`config.mk`:
```
export PLATFORM = sky130hd
export DESIGN_NAME = timer_bus_responder
export DESIGN_NICKNAME = d
export VERILOG_FILES = /design/src/rtl/timer_bus_responder.sv
export SDC_FILE = /design/constraint.sdc
export NUM_CORES = 1
export LEC_CHECK = 0
export BUFFER_PORTS_ARGS = -buffer_cell sky130_fd_sc_hd__buf_2
export CAP_MARGIN = 0
export CORE_UTILIZATION = 30
export DETAILED_ROUTE_END_ITERATION = 8
export RECOVER_POWER = 100
export REMOVE_ABC_BUFFERS = 1
export SLEW_MARGIN = 20
export SYNTH_ARGS = -nofsm -noshare
export SYNTH_HDL_FRONTEND = slang
export SYNTH_SLANG_ARGS = --single-unit
```
`constraint.sdc`:
```
create_clock -name clk -period 6.08 [get_ports clk]
set_input_delay 0.304 -clock clk [delete_from_list [all_inputs] [get_ports clk]]
set_output_delay 0.304 -clock clk [all_outputs]
set_load 0.01 [all_outputs]
```
`src/rtl/timer_bus_responder.sv`:
```
// ---------------------------------------------------------------------------
// timer_bus_responder
//
// A timer peripheral that software programs over the CPU data bus. Software
// sets a prescale select, a compare value and the count, and reads a
// match-pending status. When the count matches the compare value, the timer
// emits a one-cycle match pulse and can raise a level interrupt to the core.
//
// Register map (word offsets; unused bits read as 0):
//   0x0 CTRL   : [0] EN, [1] IRQ_EN, [2] ONESHOT, [7:4] PSEL     (R/W)
//   0x4 CMP    : [CNT_W-1:0]                                     (R/W)
//   0x8 COUNT  : [CNT_W-1:0]  read = live count, write = load
//   0xC STATUS : [0] MATCH (write 1 to clear), [1] RUNNING = EN  (RO)
//
// Ports:
//   clk          system clock
//   reset_n      asynchronous active-low reset
//   req          bus request, held high by the master until ack
//   we           1 = write, 0 = read
//   addr         byte offset within the block (addr[1:0] ignored)
//   wdata        write data
//   rdata        read data, valid while ack = 1, otherwise 0
//   ack          one-cycle transfer acknowledge
//   irq          registered STATUS.MATCH & CTRL.IRQ_EN
//   match_pulse  one-cycle pulse on every compare match
// ---------------------------------------------------------------------------
module timer_bus_responder #(
    parameter int          CNT_W      = 16,
    parameter int unsigned PSEL_RESET = 15,
    parameter int unsigned CMP_RESET  = 10
) (
    input  logic        clk,
    input  logic        reset_n,
    input  logic        req,
    input  logic        we,
    input  logic [3:0]  addr,
    input  logic [31:0] wdata,
    output logic [31:0] rdata,
    output logic        ack,
    output logic        irq,
    output logic        match_pulse
);

    // Register state
    logic             en_q,       en_d;
    logic             irqEn_q,    irqEn_d;
    logic             oneShot_q,  oneShot_d;
    logic [3:0]       psel_q,     psel_d;
    logic [CNT_W-1:0] cmp_q,      cmp_d;
    logic [CNT_W-1:0] count_q,    count_d;
    logic [15:0]      presc_q,    presc_d;
    logic             match_q,    match_d;
    logic             ack_q,      ack_d;
    logic [31:0]      rdata_q,    rdata_d;
    logic             irq_q,      irq_d;
    logic             matchPulse_q, matchPulse_d;

    // Decode helpers
    logic        accept;
    logic        wrCtrl, wrCmp, wrCount, wrStatus;
    logic        rdEn;
    logic [1:0]  wordSel;
    logic [31:0] readData;
    logic [15:0] pscLimit;
    logic        tick;
    logic        isMatch;
    logic        unused_bits;

    // A request is only taken while no ack is outstanding, so a master that
    // keeps req high during its ack cycle does not start a second transfer.
    assign accept   = req & ~ack_q;
    assign wordSel  = addr[3:2];
    assign rdEn     = accept & ~we;
    assign wrCtrl   = accept & we & (wordSel == 2'd0);
    assign wrCmp    = accept & we & (wordSel == 2'd1);
    assign wrCount  = accept & we & (wordSel == 2'd2);
    assign wrStatus = accept & we & (wordSel == 2'd3);

    // Byte-lane bits and high data bits carry no meaning for this block.
    assign unused_bits = &{1'b0, addr[1:0], wdata[31:CNT_W]};

    // The prescaler wraps after 2^PSEL clocks; PSEL = 0 ticks on every clock.
    assign pscLimit = 16'((32'd1 << psel_q) - 32'd1);
    assign tick     = en_q & (presc_q == pscLimit);

    // A software load of COUNT on a tick edge takes priority, so no compare
    // is evaluated on that edge.
    assign isMatch  = tick & ~wrCount & (count_q == cmp_q);

    // Register read mux, reflecting register values before the sampling edge
    always_comb begin
        readData = '0;
        case (wordSel)
            2'd0:    readData = {24'd0, psel_q, 1'b0, oneShot_q, irqEn_q, en_q};
            2'd1:    readData[CNT_W-1:0] = cmp_q;
            2'd2:    readData[CNT_W-1:0] = count_q;
            default: readData = {30'd0, en_q, match_q};
        endcase
    end

    // Next-state logic for the bus handshake, registers and timer
    always_comb begin
        en_d         = en_q;
        irqEn_d      = irqEn_q;
        oneShot_d    = oneShot_q;
        psel_d       = psel_q;
        cmp_d        = cmp_q;
        count_d      = count_q;
        presc_d      = presc_q;
        match_d      = match_q;
        ack_d        = accept;
        rdata_d      = rdEn ? readData : 32'd0;
        irq_d        = match_q & irqEn_q;
        matchPulse_d = isMatch;

        if (wrCtrl) begin
            en_d      = wdata[0];
            irqEn_d   = wdata[1];
            oneShot_d = wdata[2];
            psel_d    = wdata[7:4];
        end
        if (wrCmp) begin
            cmp_d = wdata[CNT_W-1:0];
        end

        // Prescaler restarts on any CTRL write so a new PSEL starts cleanly
        if (wrCtrl || !en_q || tick) begin
            presc_d = '0;
        end else begin
            presc_d = presc_q + 16'd1;
        end

        if (wrCount) begin
            count_d = wdata[CNT_W-1:0];
        end else if (tick) begin
            if (count_q == cmp_q) begin
                count_d = '0;
            end else begin
                count_d = count_q + 1'b1;
            end
        end

        // A new match beats a same-edge clear so no event is lost
        if (isMatch) begin
            match_d = 1'b1;
        end else if (wrStatus && wdata[0]) begin
            match_d = 1'b0;
        end

        if (isMatch && oneShot_q) begin
            en_d = 1'b0;
        end
    end

    // State registers
    always_ff @(posedge clk or negedge reset_n) begin
        if (!reset_n) begin
            en_q         <= 1'b0;
            irqEn_q      <= 1'b0;
            oneShot_q    <= 1'b0;
            psel_q       <= 4'(PSEL_RESET);
            cmp_q        <= CNT_W'(CMP_RESET);
            count_q      <= '0;
            presc_q      <= '0;
            match_q      <= 1'b0;
            ack_q        <= 1'b0;
            rdata_q      <= '0;
            irq_q        <= 1'b0;
            matchPulse_q <= 1'b0;
        end else begin
            en_q         <= en_d;
            irqEn_q      <= irqEn_d;
            oneShot_q    <= oneShot_d;
            psel_q       <= psel_d;
            cmp_q        <= cmp_d;
            count_q      <= count_d;
            presc_q      <= presc_d;
            match_q      <= match_d;
            ack_q        <= ack_d;
            rdata_q      <= rdata_d;
            irq_q        <= irq_d;
            matchPulse_q <= matchPulse_d;
        end
    end

    assign rdata       = rdata_q;
    assign ack         = ack_q;
    assign irq         = irq_q;
    assign match_pulse = matchPulse_q;

endmodule
```
==> results.yml <==
status:
  status: "finished, violations left"
  violations: "capacitance limit, slew limit"
place:
  post-place-ws_ns: 2.097
  post-place-cells: 643
  portBuffers: 40
  gp_congestion: 0.8719
  dp_hpwl_um: 6926
worst_setup_path:
  path_buf_inv: 0
  cpPeakStageDelay_ns: 0.95
  crit_path_start_kind: "flop"
  cp_top_family: "simple AND/OR/NAND/NOR gates"
  crit_fanout: 35
  path_cells: "nor3_1, nand2_1, ha_1, xnor2_1, xnor2_1, a2111oi_0, o2111ai_1, or4b_1, or4b_1, a31oi_1"
  r2r.worst_path.cells: 10
  cp.depth: 10
  slowest_stage: "or4b_1"
  path_class: "reg -> reg"
  cp.arrival_ns: 4.56
  required_ns: 6.33
  endpoint_kind: "flop"
logic_synthesis:
  synthTopCellsByArea: "dfrtp_1, nor2_1, xnor2_1, mux2_2, dfstp_2"
  ys_warn_count: 0
  yosysTopAreaCell: "dfrtp_1"
  ys_async_sr_fraction_pct: 100.0
  synth_area_um2: 4270
  synthCells: 453
  synthXorXnorAreaFrac_pct: 7.178
  synth.top_cell.area_share_pct: 40.43
  synth_edf_count: 0
  synth_most_common_cell: "nor2_1"
  synth_common_cells: "nor2_1, dfrtp_1, xnor2_1, o21ai_0"
  ys_types: 49
  seq_area_frac_synth_pct: 44.13
  synth-adder-area-share_pct: 0.8790
  ys_ff_latch: 75
  avgSynthCellArea_um2: 9.427
  synth_ff_type: "dfrtp_1"
  synth_top_family_by_area: "simple AND/OR/NAND/NOR gates"
  synth_compound_area_share_pct: 12.07
  synth_mux_area_share_pct: 7.735
  synth-simple-area-share_pct: 20.80
timing:
  setup_viol_count_final: 0
  worst_slack_ns: 1.773
  skew_ns: 0.009961
  rsz0062_at_grt: "false"
  final_max_slew_viol_count: 76
  period_minus_slack_ns: 4.307
  fmax_mhz: 232.2
  timing.setup.tns_ns: 0
  slew_headroom_pct: -170.6
  hold_viol: 0
  finalCritPeriodShare_pct: 70.84
  tightest_slew_ns: 4.059
power:
  powerDensity_nw_per_um2: 344.2
  p_seq_share_pct: 41.9
  power_frac_clock_pct: 37.7
  switchingPower_mw: 0.4930
  p_leak_nw: 1.889
  switching_share_pct: 29.69
  power_mw: 1.660
  ir_drop_mv: 0.1469
  comb_power_share_pct: 20.4
  p_int_mw: 1.167
route:
  ant_nets: 0
  wirelength_um: 10220
  dr.pass1.iters: 4
  drtIter0Drc: 164
  drc: 0
  vias: 3343
  viasPerCell: 5.073
  wl_per_cell_um: 15.50
cts:
  cts_resized: 0
  cts_sinks: 75
  h-tree-depth: 3
  clkTransAtPathRegs_ns: 0.06
  clockRootBuffer: "clkbuf_16"
  cts_hold_buf: 0
  clk-insertion-delay-late_ns: 0.34
  post-cts-setup-buffer-count: 0
  cts_buffers: 9
  cts_tree: "yes"
  clk_path_buf_depth: 2
finish:
  area_delta_synth_final_pct: 12.95
  fin_cells: 659
  diodes: 0
  final_util_pct: 34.75
  layout-drive-gt1-share_pct: 14.20
  layout.nets: 517
  n_fill_cell: 1456
floorplan:
  row_count: 43
  dieArea_um2: 14720
  die_h_um: 121.3
  die_w_um: 121.3
  initial_core_util_pct: 30.76
  pin_count: 75
  core_area_um2: 13880
global_routing:
  grt_max_degree: 76
  grt_overflow: 0
  grt_pass1_wl_um: 16660
  grt_antenna_before_repair: 0
  grt_pass1_vias: 3319
  grt_usage_pct: 14.77
hold_path:
  min_path_type: "in -> reg"
  hold_depth: 2
job:
  drv_cap: 1
layout by cell type, fill, tap and decap left out, types with 2 or more instances in the layout:
cell        n
a21oi_1     9
a22oi_1     9
a31oi_1    22
and2_1      2
and3_1      7
and4_1      2
buf_2      20
bufinv_16   3
clkbuf_1   23
clkbuf_16   9
clkbuf_8    2
conb_1     16
dfrtp_1    69
dfstp_2     5
ha_1        3
inv_1       7
mux2_2     20
mux2i_1     6
mux4_2      2
nand2_1    20
nand2b_1    4
nand3_1    15
nand4_1     8
nor2_1     78
nor2b_1     6
nor3_1      8
o2111ai_1   2
o211ai_1    2
o21ai_0    26
o311ai_0    2
or4_1       6
or4b_1      9
xnor2_1    29
xor2_1      6
final timing paths:
check	startpoint	to	slack (ns)
max	psel_q[3]	count_q[10]	1.77
min in group asynchronous	reset_n	presc_q[6]	1.38
max reg2reg	psel_q[3]	count_q[10]	1.77
max in group asynchronous	reset_n	count_q[10]	2.42
min reg2reg	ack	ack	0.48
min	wdata[9]	cmp_q[9]	0.22
per-stage QoR:
stage,hold slack (ns),area [µm²]
4_1_cts,0.1345,4860
6_report,0.2150,4823
3_3_place_gp,0.4762,4506
3_5_place_dp,0.4768,4506
2_1_floorplan,0.008409,4049
5_1_grt,0.2135,4823
area by class of cell:
class,instances,area (µm²),area share (%)
Clock buffer,12,256.5,5.318
Clock inverter,4,97.59,2.023
Inverter,7,26.28,0.5447
Multi-Input combinational cell,338,2143,44.44
Sequential cell,75,1884,39.07
Tap cell,180,225.2,4.669
Timing Repair Buffer,43,190.2,3.943
power by group through the flow:
stage / sequential (mW) / clock (mW) / combinational (mW)
2_1_floorplan: 0.670 / 0 / 0.257
3_3_place_gp: 0.695 / 0 / 0.336
3_5_place_dp: 0.701 / 0 / 0.344
4_1_cts: 0.693 / 0.641 / 0.346
5_1_grt: 0.709 / 0.660 / 0.381
6_report: 0.695 / 0.626 / 0.339
state kept, by name, summed over array words and instances (netlist names):
register / count
en_q: 1
match_pulse: 1
cmp_q: 16
irqEn_q: 1
count_q: 16
ack: 1
presc_q: 16
match_q: 1
irq: 1
rdata: 16
oneShot_q: 1
psel_q: 4
cells by family after synthesis:
family                     after synthesis
adders and majority gates                3
other                                    1
AOI/OAI and AO/OA                       81
buffers and inverters                   55
muxes                                   28
DFF                                     75
xor gates and xnor gates                35
and+or+nand+nor                        175
routing by layer:
| metal | routed length, µm | up-vias | global-route usage, % |
|---|---|---|---|
| met4 | 149 | 0 | 6.250 |
| li1 | - | 1612 | - |
| met5 | 0 | - | 0 |
| met1 | 4802 | 1641 | 18.62 |
| met2 | 4817 | 77 | 23.76 |
| met3 | 448 | 13 | 3.853 |
worst reg2reg max path, cell delays in order, from the launching register on:
cell and delay [ns]:
dfstp_1 0.92, nor3_1 0.16, nand2_1 0.10, ha_1 0.42, xnor2_1 0.15, xnor2_1 0.15
a2111oi_0 0.32, o2111ai_1 0.15, or4b_1 0.95, or4b_1 0.70, a31oi_1 0.20
(Power assumes the default switching activity.)
